`src/rtl/regfile_pkg.sv`:
```
// ---------------------------------------------------------------------------
// regfile_pkg
// Shared definitions for the register-file write arbiter:
//   REG_ADDR_W / REG_DATA_W / REG_COUNT : register-file geometry
//   wr_src_e                            : which requester won the write port
//   wr_entry_t                          : one buffered multi-cycle-unit write
// ---------------------------------------------------------------------------
package regfile_pkg;

   localparam int REG_ADDR_W = 5;
   localparam int REG_DATA_W = 32;
   localparam int REG_COUNT  = 32;

   typedef enum logic [1:0] {
      SRC_NONE = 2'd0,
      SRC_PIPE = 2'd1,
      SRC_MCU  = 2'd2
   } wr_src_e;

   typedef struct packed {
      logic [REG_ADDR_W-1:0] address;
      logic [REG_DATA_W-1:0] data;
   } wr_entry_t;

endpackage

```
`src/rtl/regfile_write_fifo.sv`:
```
// ---------------------------------------------------------------------------
// regfile_write_fifo
// Buffer for multi-cycle-unit register writes. Storage is plain synchronous
// memory (no reset); only the pointers are reset, asynchronously.
// Ports:
//   i_clock, i_reset            : clock, asynchronous active-high reset
//   i_push, i_push_addr/_data   : write one entry (ignored when full)
//   i_pop                       : drop the head entry (ignored when empty)
//   o_head_addr, o_head_data    : current head entry
//   o_full, o_empty             : occupancy flags, from registered pointers
// ---------------------------------------------------------------------------
module regfile_write_fifo
   import regfile_pkg::*;
#(
   parameter int DEPTH = 2
)(
   input  logic                  i_clock,
   input  logic                  i_reset,
   input  logic                  i_push,
   input  logic [REG_ADDR_W-1:0] i_push_addr,
   input  logic [REG_DATA_W-1:0] i_push_data,
   input  logic                  i_pop,
   output logic [REG_ADDR_W-1:0] o_head_addr,
   output logic [REG_DATA_W-1:0] o_head_data,
   output logic                  o_full,
   output logic                  o_empty
);

   localparam int AW = (DEPTH > 1) ? $clog2(DEPTH) : 1;

   wr_entry_t   r_mem [DEPTH];
   logic [AW:0] r_wr_ptr;
   logic [AW:0] r_rd_ptr;
   logic        w_push_ok;
   logic        w_pop_ok;
   wr_entry_t   w_push_entry;
   wr_entry_t   w_head;

   // Pointers carry one extra wrap bit so full and empty are distinguishable.
   assign o_empty   = (r_wr_ptr == r_rd_ptr);
   assign o_full    = (r_wr_ptr[AW] != r_rd_ptr[AW]) &&
                      (r_wr_ptr[AW-1:0] == r_rd_ptr[AW-1:0]);
   assign w_push_ok = i_push && !o_full;
   assign w_pop_ok  = i_pop && !o_empty;

   assign w_push_entry.address = i_push_addr;
   assign w_push_entry.data    = i_push_data;

   always_ff @(posedge i_clock or posedge i_reset) begin
      if (i_reset) begin
         r_wr_ptr <= '0;
         r_rd_ptr <= '0;
      end else begin
         if (w_push_ok) r_wr_ptr <= r_wr_ptr + (AW+1)'(1);
         if (w_pop_ok)  r_rd_ptr <= r_rd_ptr + (AW+1)'(1);
      end
   end

   always_ff @(posedge i_clock) begin
      if (w_push_ok) r_mem[r_wr_ptr[AW-1:0]] <= w_push_entry;
   end

   assign w_head      = r_mem[r_rd_ptr[AW-1:0]];
   assign o_head_addr = w_head.address;
   assign o_head_data = w_head.data;

endmodule

```
`src/rtl/regfile_writer.sv`:
```
// ---------------------------------------------------------------------------
// regfile_writer
// Arbitrates the single register-file write port between the pipeline
// writeback (priority) and buffered multi-cycle-unit (MCU) results. A buffered
// head that keeps losing is forced through after STARVE_LIMIT losses, stalling
// the pipe for that cycle. The write port is registered (one-cycle latency).
// Optional macro REGFILE_WRITER_SCOREBOARD_EN compiles in the per-register
// pending-write scoreboard on busy; otherwise busy is 0 and issue_* is unused.
// Ports:
//   clock, reset                          : clock, async active-high reset
//   pipe_valid/_address/_data, pipe_stall : pipeline writeback request
//   mcu_valid/_ready/_address/_data       : MCU result handshake
//   issue_valid, issue_address            : MCU op issued to a register
//   write_enable/_address/_data           : registered regfile write port
//   busy                                  : pending MCU write per register
// ---------------------------------------------------------------------------
module regfile_writer
   import regfile_pkg::*;
#(
   parameter int FIFO_DEPTH   = 2,
   parameter int STARVE_LIMIT = 4
)(
   input  logic                  clock,
   input  logic                  reset,
   input  logic                  pipe_valid,
   input  logic [REG_ADDR_W-1:0] pipe_address,
   input  logic [REG_DATA_W-1:0] pipe_data,
   output logic                  pipe_stall,
   input  logic                  mcu_valid,
   output logic                  mcu_ready,
   input  logic [REG_ADDR_W-1:0] mcu_address,
   input  logic [REG_DATA_W-1:0] mcu_data,
   input  logic                  issue_valid,
   input  logic [REG_ADDR_W-1:0] issue_address,
   output logic                  write_enable,
   output logic [REG_ADDR_W-1:0] write_address,
   output logic [REG_DATA_W-1:0] write_data,
   output logic [REG_COUNT-1:0]  busy
);

   localparam int SW = (STARVE_LIMIT < 1) ? 1 : $clog2(STARVE_LIMIT + 1);
   localparam logic [SW-1:0] STARVE_MAX = SW'(STARVE_LIMIT);

   logic                  w_full;
   logic                  w_empty;
   logic                  w_push;
   logic                  w_pop;
   logic                  w_pipe_req;
   logic                  w_force;
   logic [REG_ADDR_W-1:0] w_head_addr;
   logic [REG_DATA_W-1:0] w_head_data;
   wr_src_e               w_src;
   logic [REG_ADDR_W-1:0] w_win_addr;
   logic [REG_DATA_W-1:0] w_win_data;

   logic [SW-1:0]         r_starve;
   logic                  r_we;
   logic [REG_ADDR_W-1:0] r_waddr;
   logic [REG_DATA_W-1:0] r_wdata;

   // No same-cycle bypass: a pop while full frees the slot next cycle only.
   assign mcu_ready  = !w_full;
   assign w_push     = mcu_valid && !w_full;

   // Writes to r0 are discarded, so a pipe write to r0 is not a request.
   assign w_pipe_req = pipe_valid && (pipe_address != '0);
   assign w_force    = !w_empty && (r_starve == STARVE_MAX);
   assign pipe_stall = w_force;

   always_comb begin
      w_src      = SRC_NONE;
      w_win_addr = '0;
      w_win_data = '0;
      if (!w_empty && (w_force || !w_pipe_req)) begin
         w_src      = SRC_MCU;
         w_win_addr = w_head_addr;
         w_win_data = w_head_data;
      end else if (w_pipe_req) begin
         w_src      = SRC_PIPE;
         w_win_addr = pipe_address;
         w_win_data = pipe_data;
      end
   end

   assign w_pop = (w_src == SRC_MCU);

   regfile_write_fifo #(
      .DEPTH (FIFO_DEPTH)
   ) u_fifo (
      .i_clock     (clock),
      .i_reset     (reset),
      .i_push      (w_push),
      .i_push_addr (mcu_address),
      .i_push_data (mcu_data),
      .i_pop       (w_pop),
      .o_head_addr (w_head_addr),
      .o_head_data (w_head_data),
      .o_full      (w_full),
      .o_empty     (w_empty)
   );

   // Counts losses of the current head; a pop always restarts the count.
   always_ff @(posedge clock or posedge reset) begin
      if (reset) begin
         r_starve <= '0;
      end else if (w_pop) begin
         r_starve <= '0;
      end else if (!w_empty && w_pipe_req) begin
         r_starve <= r_starve + SW'(1);
      end
   end

   // An MCU entry for r0 still pops, but never raises write_enable.
   always_ff @(posedge clock or posedge reset) begin
      if (reset) begin
         r_we    <= 1'b0;
         r_waddr <= '0;
         r_wdata <= '0;
      end else begin
         r_we    <= (w_src != SRC_NONE) && (w_win_addr != '0);
         r_waddr <= w_win_addr;
         r_wdata <= w_win_data;
      end
   end

   assign write_enable  = r_we;
   assign write_address = r_waddr;
   assign write_data    = r_wdata;

`ifdef REGFILE_WRITER_SCOREBOARD_EN
   logic                 r_mcu_wr;
   logic [REG_COUNT-1:0] r_busy;
   logic [REG_COUNT-1:0] w_set;
   logic [REG_COUNT-1:0] w_clr;

   // Marks the registered write as MCU-sourced so busy clears as it leaves.
   always_ff @(posedge clock or posedge reset) begin
      if (reset) r_mcu_wr <= 1'b0;
      else       r_mcu_wr <= (w_src == SRC_MCU) && (w_win_addr != '0);
   end

   always_comb begin
      w_set = '0;
      w_clr = '0;
      if (issue_valid && (issue_address != '0)) w_set[issue_address] = 1'b1;
      if (r_mcu_wr)                             w_clr[r_waddr]       = 1'b1;
   end

   // Set is applied after clear so a same-cycle re-issue keeps the bit.
   always_ff @(posedge clock or posedge reset) begin
      if (reset) r_busy <= '0;
      else       r_busy <= (r_busy & ~w_clr) | w_set;
   end

   assign busy = r_busy;
`else
   logic w_unused_issue;
   assign w_unused_issue = ^{issue_valid, issue_address};
   assign busy           = '0;
`endif

endmodule

```
`config.mk`:
```
export PLATFORM = sky130hd
export DESIGN_NAME = regfile_writer
export DESIGN_NICKNAME = d
export VERILOG_FILES = /design/src/rtl/regfile_pkg.sv /design/src/rtl/regfile_write_fifo.sv /design/src/rtl/regfile_writer.sv
export SDC_FILE = /design/constraint.sdc
export NUM_CORES = 1
export LEC_CHECK = 0
export CORE_ASPECT_RATIO = 2
export CORE_MARGIN = 1.5
export CORE_UTILIZATION = 41
export DETAILED_ROUTE_END_ITERATION = 12
export PLACE_DENSITY = 0.75
export SLEW_MARGIN = 10
export SYNTH_ARGS = -nofsm -noshare
export SYNTH_HDL_FRONTEND = slang
export SYNTH_SLANG_ARGS = --single-unit
```
`constraint.sdc`:
```
create_clock -name clock -period 2.8 [get_ports clock]
set_clock_uncertainty 0.1 [all_clocks]
set_input_delay 0.56 -clock clock [delete_from_list [all_inputs] [get_ports clock]]
set_output_delay 0.56 -clock clock [all_outputs]
set_load 0.02 [all_outputs]
```
-- Word level (Yosys, flattened, before mapping)
Memories as Yosys holds them, arrays and structs flattened.
Index checks and enable logic that the tools add are counted.
- register bits: 45
- bits in writable memories: 74
- bits of input ports: 84
- output and inout bits: 72
- word-level logic and storage cells: 42
- memories kept: 1
- add/sub/neg operators: 3
- eq/ne operators: 5
- muxes and demuxes: 10
- reduce and logical (&&, ||, !) cells: 17
- memories (name ; depth ; width ; rd ports ; clocked after Yosys merged registers in ; write ports ; line ; text):
    u_fifo.r_mem ; 2 ; 37 ; 1 ; 0 ; 1 ; regfile_write_fifo.sv:31 ; wr_entry_t r_mem [DEPTH];
- operator list (kind ; count):
    $mux 32 ; 2
    $mux 5 ; 2
    $reduce_bool 5->1 ; 2
    $logic_and 1x1->1 ; 9
    $mux 3 ; 2
    $add 2x1->2 const B ; 2
    $reduce_bool 2->1 ; 2
    $add 3x1->3 const B ; 1
    $eq 3x3->1 const B ; 1
    $logic_not 1->1 ; 3
    $mux 1 ; 3
    $eq 2x2->1 ; 1
    $eq 2x2->1 const B ; 1
    $mux 2 ; 1
    $eq 1x1->1 ; 1
    $logic_or 1x1->1 ; 1
    $ne 1x1->1 ; 1

-- Depth between registers and ports, before layout
- depth in word-level cells: 8
- depth in mapped cells: 8
- mapped depth without buffers: 6

-- By module
Synthesis repeated with hierarchy kept, for this count alone.
- cell total of the unflattened synthesis: 295
- area total of the unflattened synthesis: 4817.1 um^2
- modules (own cells, without submodules) (module ; times used ; cells an instance ; area an instance (um^2) ; seq. area each (um^2)):
    regfile_write_fifo ; 1 ; 142 ; 2915.3 ; 2322.2
    regfile_writer ; 1 ; 153 ; 1901.8 ; 1026.0

-- Worst setup path after synthesis
OpenSTA, ideal clock, no wires.
- path kind: register to register
- start point: reg u_fifo.r_rd_ptr[1]
- end point: mem u_fifo.r_mem[0][0] (netlist bit) (enable)
- library setup time: 0.431 ns
- arrival time: 2.613 ns
- required time: 2.269 ns
- slack: -0.344 ns
- cell stages (with the launch flop): 5
- buffers on the path: 0
- period minus slack after synthesis: 3.144 ns
- path through: dfrtp_1 > xnor2_1 > nand2b_1 > nand2_1 > nor2_1
- cells in the longest elaborated chain, start to end: 7
- ends and longest elaborated chain (item ; line ; text):
    start, declared ; regfile_write_fifo.sv:33 ; logic [AW:0] r_rd_ptr;
    start signal, assigned ; regfile_write_fifo.sv:55 ; if (w_pop_ok) r_rd_ptr <= r_rd_ptr + (AW+1)'(1);
    $ne 1x1->1 * ; regfile_write_fifo.sv:41 ; assign o_full = (r_wr_ptr[AW] != r_rd_ptr[AW]) &&
    $logic_and 1x1->1 * ; regfile_write_fifo.sv:41 ;
    $logic_not 1->1 * ; - ;
    named net mcu_ready ; regfile_writer.sv:30 ; output logic mcu_ready,
    $logic_and 1x1->1 ; regfile_writer.sv:63 ; assign w_push = mcu_valid && !w_full;
    $logic_and 1x1->1 * ; regfile_write_fifo.sv:43 ; assign w_push_ok = i_push && !o_full;
    $mux 1 * ; regfile_write_fifo.sv:60 ; if (w_push_ok) r_mem[r_wr_ptr[AW-1:0]] <= w_push_entry;
    $mux 1 (not written as such) * ; regfile_write_fifo.sv:60 ;
    end, declared ; regfile_write_fifo.sv:31 ;
The timed path passes the listed nets; every way through them passes the cells marked *.

-- Worst setup path after layout
- start point: reg u_fifo.r_rd_ptr[1]
- end point: out mcu_ready
- cells in the longest elaborated chain, start to end: 3
- ends and longest elaborated chain (item ; line ; text):
    $ne 1x1->1 ; regfile_write_fifo.sv:41 ;
    $logic_and 1x1->1 ; regfile_write_fifo.sv:41 ;
    $logic_not 1->1 ; regfile_writer.sv:62 ; assign mcu_ready = !w_full;
    end, declared ; regfile_writer.sv:30 ;
Every way passes these cells.

==> summary.log <==
INFO  critical_path  timing.critical_path.fanout_max=4
INFO  floorplan      floorplan.initialDensity=42.2%
INFO  timing         worst_case_hold_slack=0.388ns
INFO  timing         report.final.hold_viol_count=0
INFO  detailed_routing dr.first_iter.drc_count=121
INFO  layout         finish.net_count=502
INFO  clock_network  cts_post_setup_buffers_inserted=0
INFO  synth          synthDistinctLibCells=30
INFO  timing         tightest_slew=0.668ns
INFO  critical_path  timing.critical_path.from=u_fifo.r_rd_ptr[1]$_DFFE_PP0P_
INFO  flow_run       maxCapViolations=0
INFO  timing         max_freq=0.379GHz
INFO  floorplan      io-pin-count=156
INFO  critical_path  critPathMaxStageDelay=0.63ns
INFO  power          p_seq_share=37.5%
INFO  synth          predominant_post_synthesis_flop_cell=edfxtp_1
INFO  timing         count_of_final_setup_violators=0
INFO  floorplan      fp.coreArea=0.0113mm²
INFO  clock_network  cts.htree.levels=4
INFO  power          leakagePower=2.59nW
INFO  layout         n_antenna_cell=0
INFO  critical_path  worstReg2RegEnd=write_data[17]$_DFF_PP0_
INFO  placement      routabilityCongestion=0.776
INFO  critical_path  worstPathArrival=1.98ns
INFO  global_route   grt_pass1_vias=2,884
INFO  global_route   globalRoute.totalOverflow=0
INFO  synth          synth.cell_area=0.00476mm²
INFO  timing         final_max_slew_viol_count=0
INFO  timing         fin_setup_tns=0ns
INFO  power          max-vdd-ir-drop=0.000697V
INFO  floorplan      floorplan.die.height=155µm
INFO  power          power_frac_clock=28.7%
INFO  clock_network  clk-insertion-delay-late=0.41ns
INFO  power          switching_portion_of_total_power=32.1%
INFO  detailed_routing post_drt_wl_per_cell=16.8µm
INFO  floorplan      fp.dieArea=0.0123mm²
INFO  synth          post_synth_most_frequent_cells=edfxtp_1, dfrtp_1, mux2i_1
INFO  power          power.switching=2.36mW
INFO  worst_hold_path hold_path_class=reg -> reg
INFO  timing         relSlewSlack=55.5%
INFO  synth          post_synth_main_area_contributors=edfxtp_1, dfrtp_1, mux2i_1
INFO  synth          synth_seq_area_share=70.3%
INFO  critical_path  r2r.worst_path.cells=5
INFO  global_route   largest_net_degree_at_the_start_of_global_routing=41
INFO  synth          synth-warning-count=0
INFO  layout         layout-drive-gt1-share=16.6%
INFO  floorplan      core.rowCount=55
INFO  synth          synthCells=283
INFO  detailed_routing per_cell_via_count_in_the_routed_design=4.80
INFO  detailed_routing drt-total-wl=9590µm
INFO  floorplan      floorplan.die.width=79.2µm
INFO  critical_path  data_required_time_at_the_worst_endpoint=2.14ns
INFO  critical_path  worst_path_cell_with_the_longest_stage_delay=clkdlybuf4s50_1
INFO  layout         filler_cell_count=894
INFO  clock_network  clockRootBuffer=clkbuf_16
INFO  critical_path  cp-end-kind=primary output
INFO  synth          synth-edff-count=74
INFO  detailed_routing first_pass_iters=4
INFO  critical_path  timing.critical_path.from_type=register
INFO  synth          ys_ff_latch=119
INFO  detailed_routing postRouteAntennaNets=0
INFO  clock_network  cts.clk_slew.worst_paths=0.05ns
INFO  power          power_frac_comb=33.8%
INFO  synth          synth_largest_type_area_fraction=46.7%
INFO  layout         syn_to_final_growth=39.2%
INFO  critical_path  crit-reg2reg-launch=u_fifo.r_rd_ptr[1]$_DFFE_PP0P_
INFO  timing         fin_crit_sh=94.3%
INFO  clock_network  cts_tree=done
INFO  clock_network  hold_buffers=0
INFO  critical_path  cp_cell_sequence=xnor2_1 > nand2b_1 > clkdlybuf4s50_1
INFO  critical_path  criticalPathCategory=reg -> out
INFO  synth          yosysTopAreaCell=edfxtp_1
INFO  synth          async_flop_share=37.8%
INFO  clock_network  clock-sinks=119
INFO  power          power_per_cell_area=1110mW/mm²
INFO  critical_path  destination_of_the_critical_timing_path=mcu_ready
INFO  global_route   number_of_antenna_violations_at_the_first_check_in_global_routing=0
INFO  clock_network  tritoncts.num_buffers=17
INFO  synth          synthMostInstantiatedCell=edfxtp_1
INFO  global_route   grt_pass1_wl=14,600µm
INFO  run_status     run_status=complete, no violations
INFO  detailed_routing vias=2,743
INFO  power          p_int=4.98mW
INFO  clock_network  max-clock-path-buffers=2
INFO  detailed_routing detail_route.drc_violations=0
INFO  placement      dp.final_hpwl=6830µm
INFO  timing         min_period=2.64ns
INFO  placement      place.port_buffers=117
INFO  synth          postSynthAreaPerCell=16.8µm²
INFO  timing         grt_setup_unrepaired=false
INFO  global_route   groute.usage.overall=16.6%
INFO  critical_path  r2r_slack=0.80ns
-- timing repair --
| action | CTS | global route |
|---|---|---|
| gates resized for setup | 0 | 2 |
| hold endpoints to repair | 0 | 0 |
| endpoints found under the setup margin | 0 | 1 |
-- layer usage --
| layer | vias up | share of wire (%) | track usage, % |
|---|---|---|---|
| li1 | 1266 | - | - |
| met2 | 120 | 57 | 30.4 |
| met4 | 0 | 4.0 | 9.77 |
| met1 | 1333 | 33 | 15.7 |
| met3 | 24 | 5.4 | 5.34 |
| met5 | - | 0 | 0 |
-- logic make-up (layout without fill, tap and decap cells) --
| logic type | after synthesis | count (layout) | synth area share [%] |
|---|---|---|---|
| buf+inv | 49 | 164 | 7.35 |
| mux | 36 | 36 | 7.57 |
| simple gates | 25 | 25 | 2.71 |
| flops | 119 | 119 | 70.3 |
| xor+xnor | 6 | 6 | 1.10 |
| other cells | 1 | 32 | 0.0787 |
| compound gates | 45 | 45 | 10.4 |
| fa+ha+maj | 2 | 2 | 0.525 |
-- worst min path at each step --
stage,start,endpoint,slack [ns],cells after the start
6_report,u_fifo.r_wr_ptr[1]$_DFFE_PP0P_,u_fifo.r_wr_ptr[1]$_DFFE_PP0P_,0.39,1
2_1_floorplan,u_fifo.r_wr_ptr[1]$_DFFE_PP0P_,u_fifo.r_wr_ptr[1]$_DFFE_PP0P_,0.36,1
3_3_place_gp,u_fifo.r_wr_ptr[1]$_DFFE_PP0P_,u_fifo.r_wr_ptr[1]$_DFFE_PP0P_,0.38,1
4_1_cts,u_fifo.r_wr_ptr[1]$_DFFE_PP0P_,u_fifo.r_wr_ptr[1]$_DFFE_PP0P_,0.39,1
3_5_place_dp,u_fifo.r_wr_ptr[1]$_DFFE_PP0P_,u_fifo.r_wr_ptr[1]$_DFFE_PP0P_,0.38,1
5_1_grt,u_fifo.r_wr_ptr[1]$_DFFE_PP0P_,u_fifo.r_wr_ptr[1]$_DFFE_PP0P_,0.41,1
-- registers in the layout, indices dropped and copies added (netlist names) --
| register | flops |
|---|---|
| u_fifo.r_mem | 74 |
| write_enable | 1 |
| u_fifo.r_rd_ptr | 2 |
| r_starve | 3 |
| write_address | 5 |
| u_fifo.r_wr_ptr | 2 |
| write_data | 32 |
-- power groups by stage --
stage / sequential, mW / combinational [mW] / clock (mW)
CTS: 2.75 / 2.52 / 2.15
detailed placement: 2.78 / 2.51 / 0
floorplan: 3.07 / 1.23 / 0
finish: 2.75 / 2.48 / 2.11
global placement: 2.76 / 2.44 / 0
global route: 2.80 / 2.67 / 2.23
-- cells in the final DEF (no fill, tap or decap), types with 3 or more instances in the layout --
cell type,instances
mux2i_1,36
o2bb2ai_2,20
clkdlybuf4s50_1,116
edfxtp_1,74
inv_1,3
nand3_1,7
clkbuf_16,17
xnor2_1,4
dfrtp_1,44
o2bb2ai_1,13
buf_4,8
buf_12,3
conb_1,32
nand2_1,7
clkinvlp_4,5
o21ai_1,5
-- cell type report --
class	count	area, µm²	area share (%)
sequential	119	3350	50.5
timing repair buffer	128	1290	19.5
inverter	4	15.0	0.227
tap	142	178	2.68
clock inverter	11	125	1.89
multi-input combinational	146	1210	18.2
clock buffer	21	460	6.95
-- critical path: cells and delay by family, from the launching register on --
family	cells	cell delay [ns]
DFF	1	0.40
xor gates and xnor gates	1	0.31
and+or+nand+nor	1	0.24
buffers and inverters	1	0.63
-- through the flow --
stage | std cells | power, mW | setup slack (ns) | cell area [µm²] | utilization [%]
2_1_floorplan | 314 | 4.30 | 0.261 | 4880 | -
3_3_place_gp | 539 | 5.20 | 0.242 | 6030 | 53.5
3_5_place_dp | 539 | 5.29 | 0.204 | 6030 | 53.5
4_1_cts | 571 | 7.43 | 0.0560 | 6620 | 58.6
5_1_grt | 571 | 7.70 | 0.0578 | 6630 | 58.7
6_report | 571 | 7.34 | 0.160 | 6630 | 58.7
No activity file was read; power rests on OpenSTA's default activity.
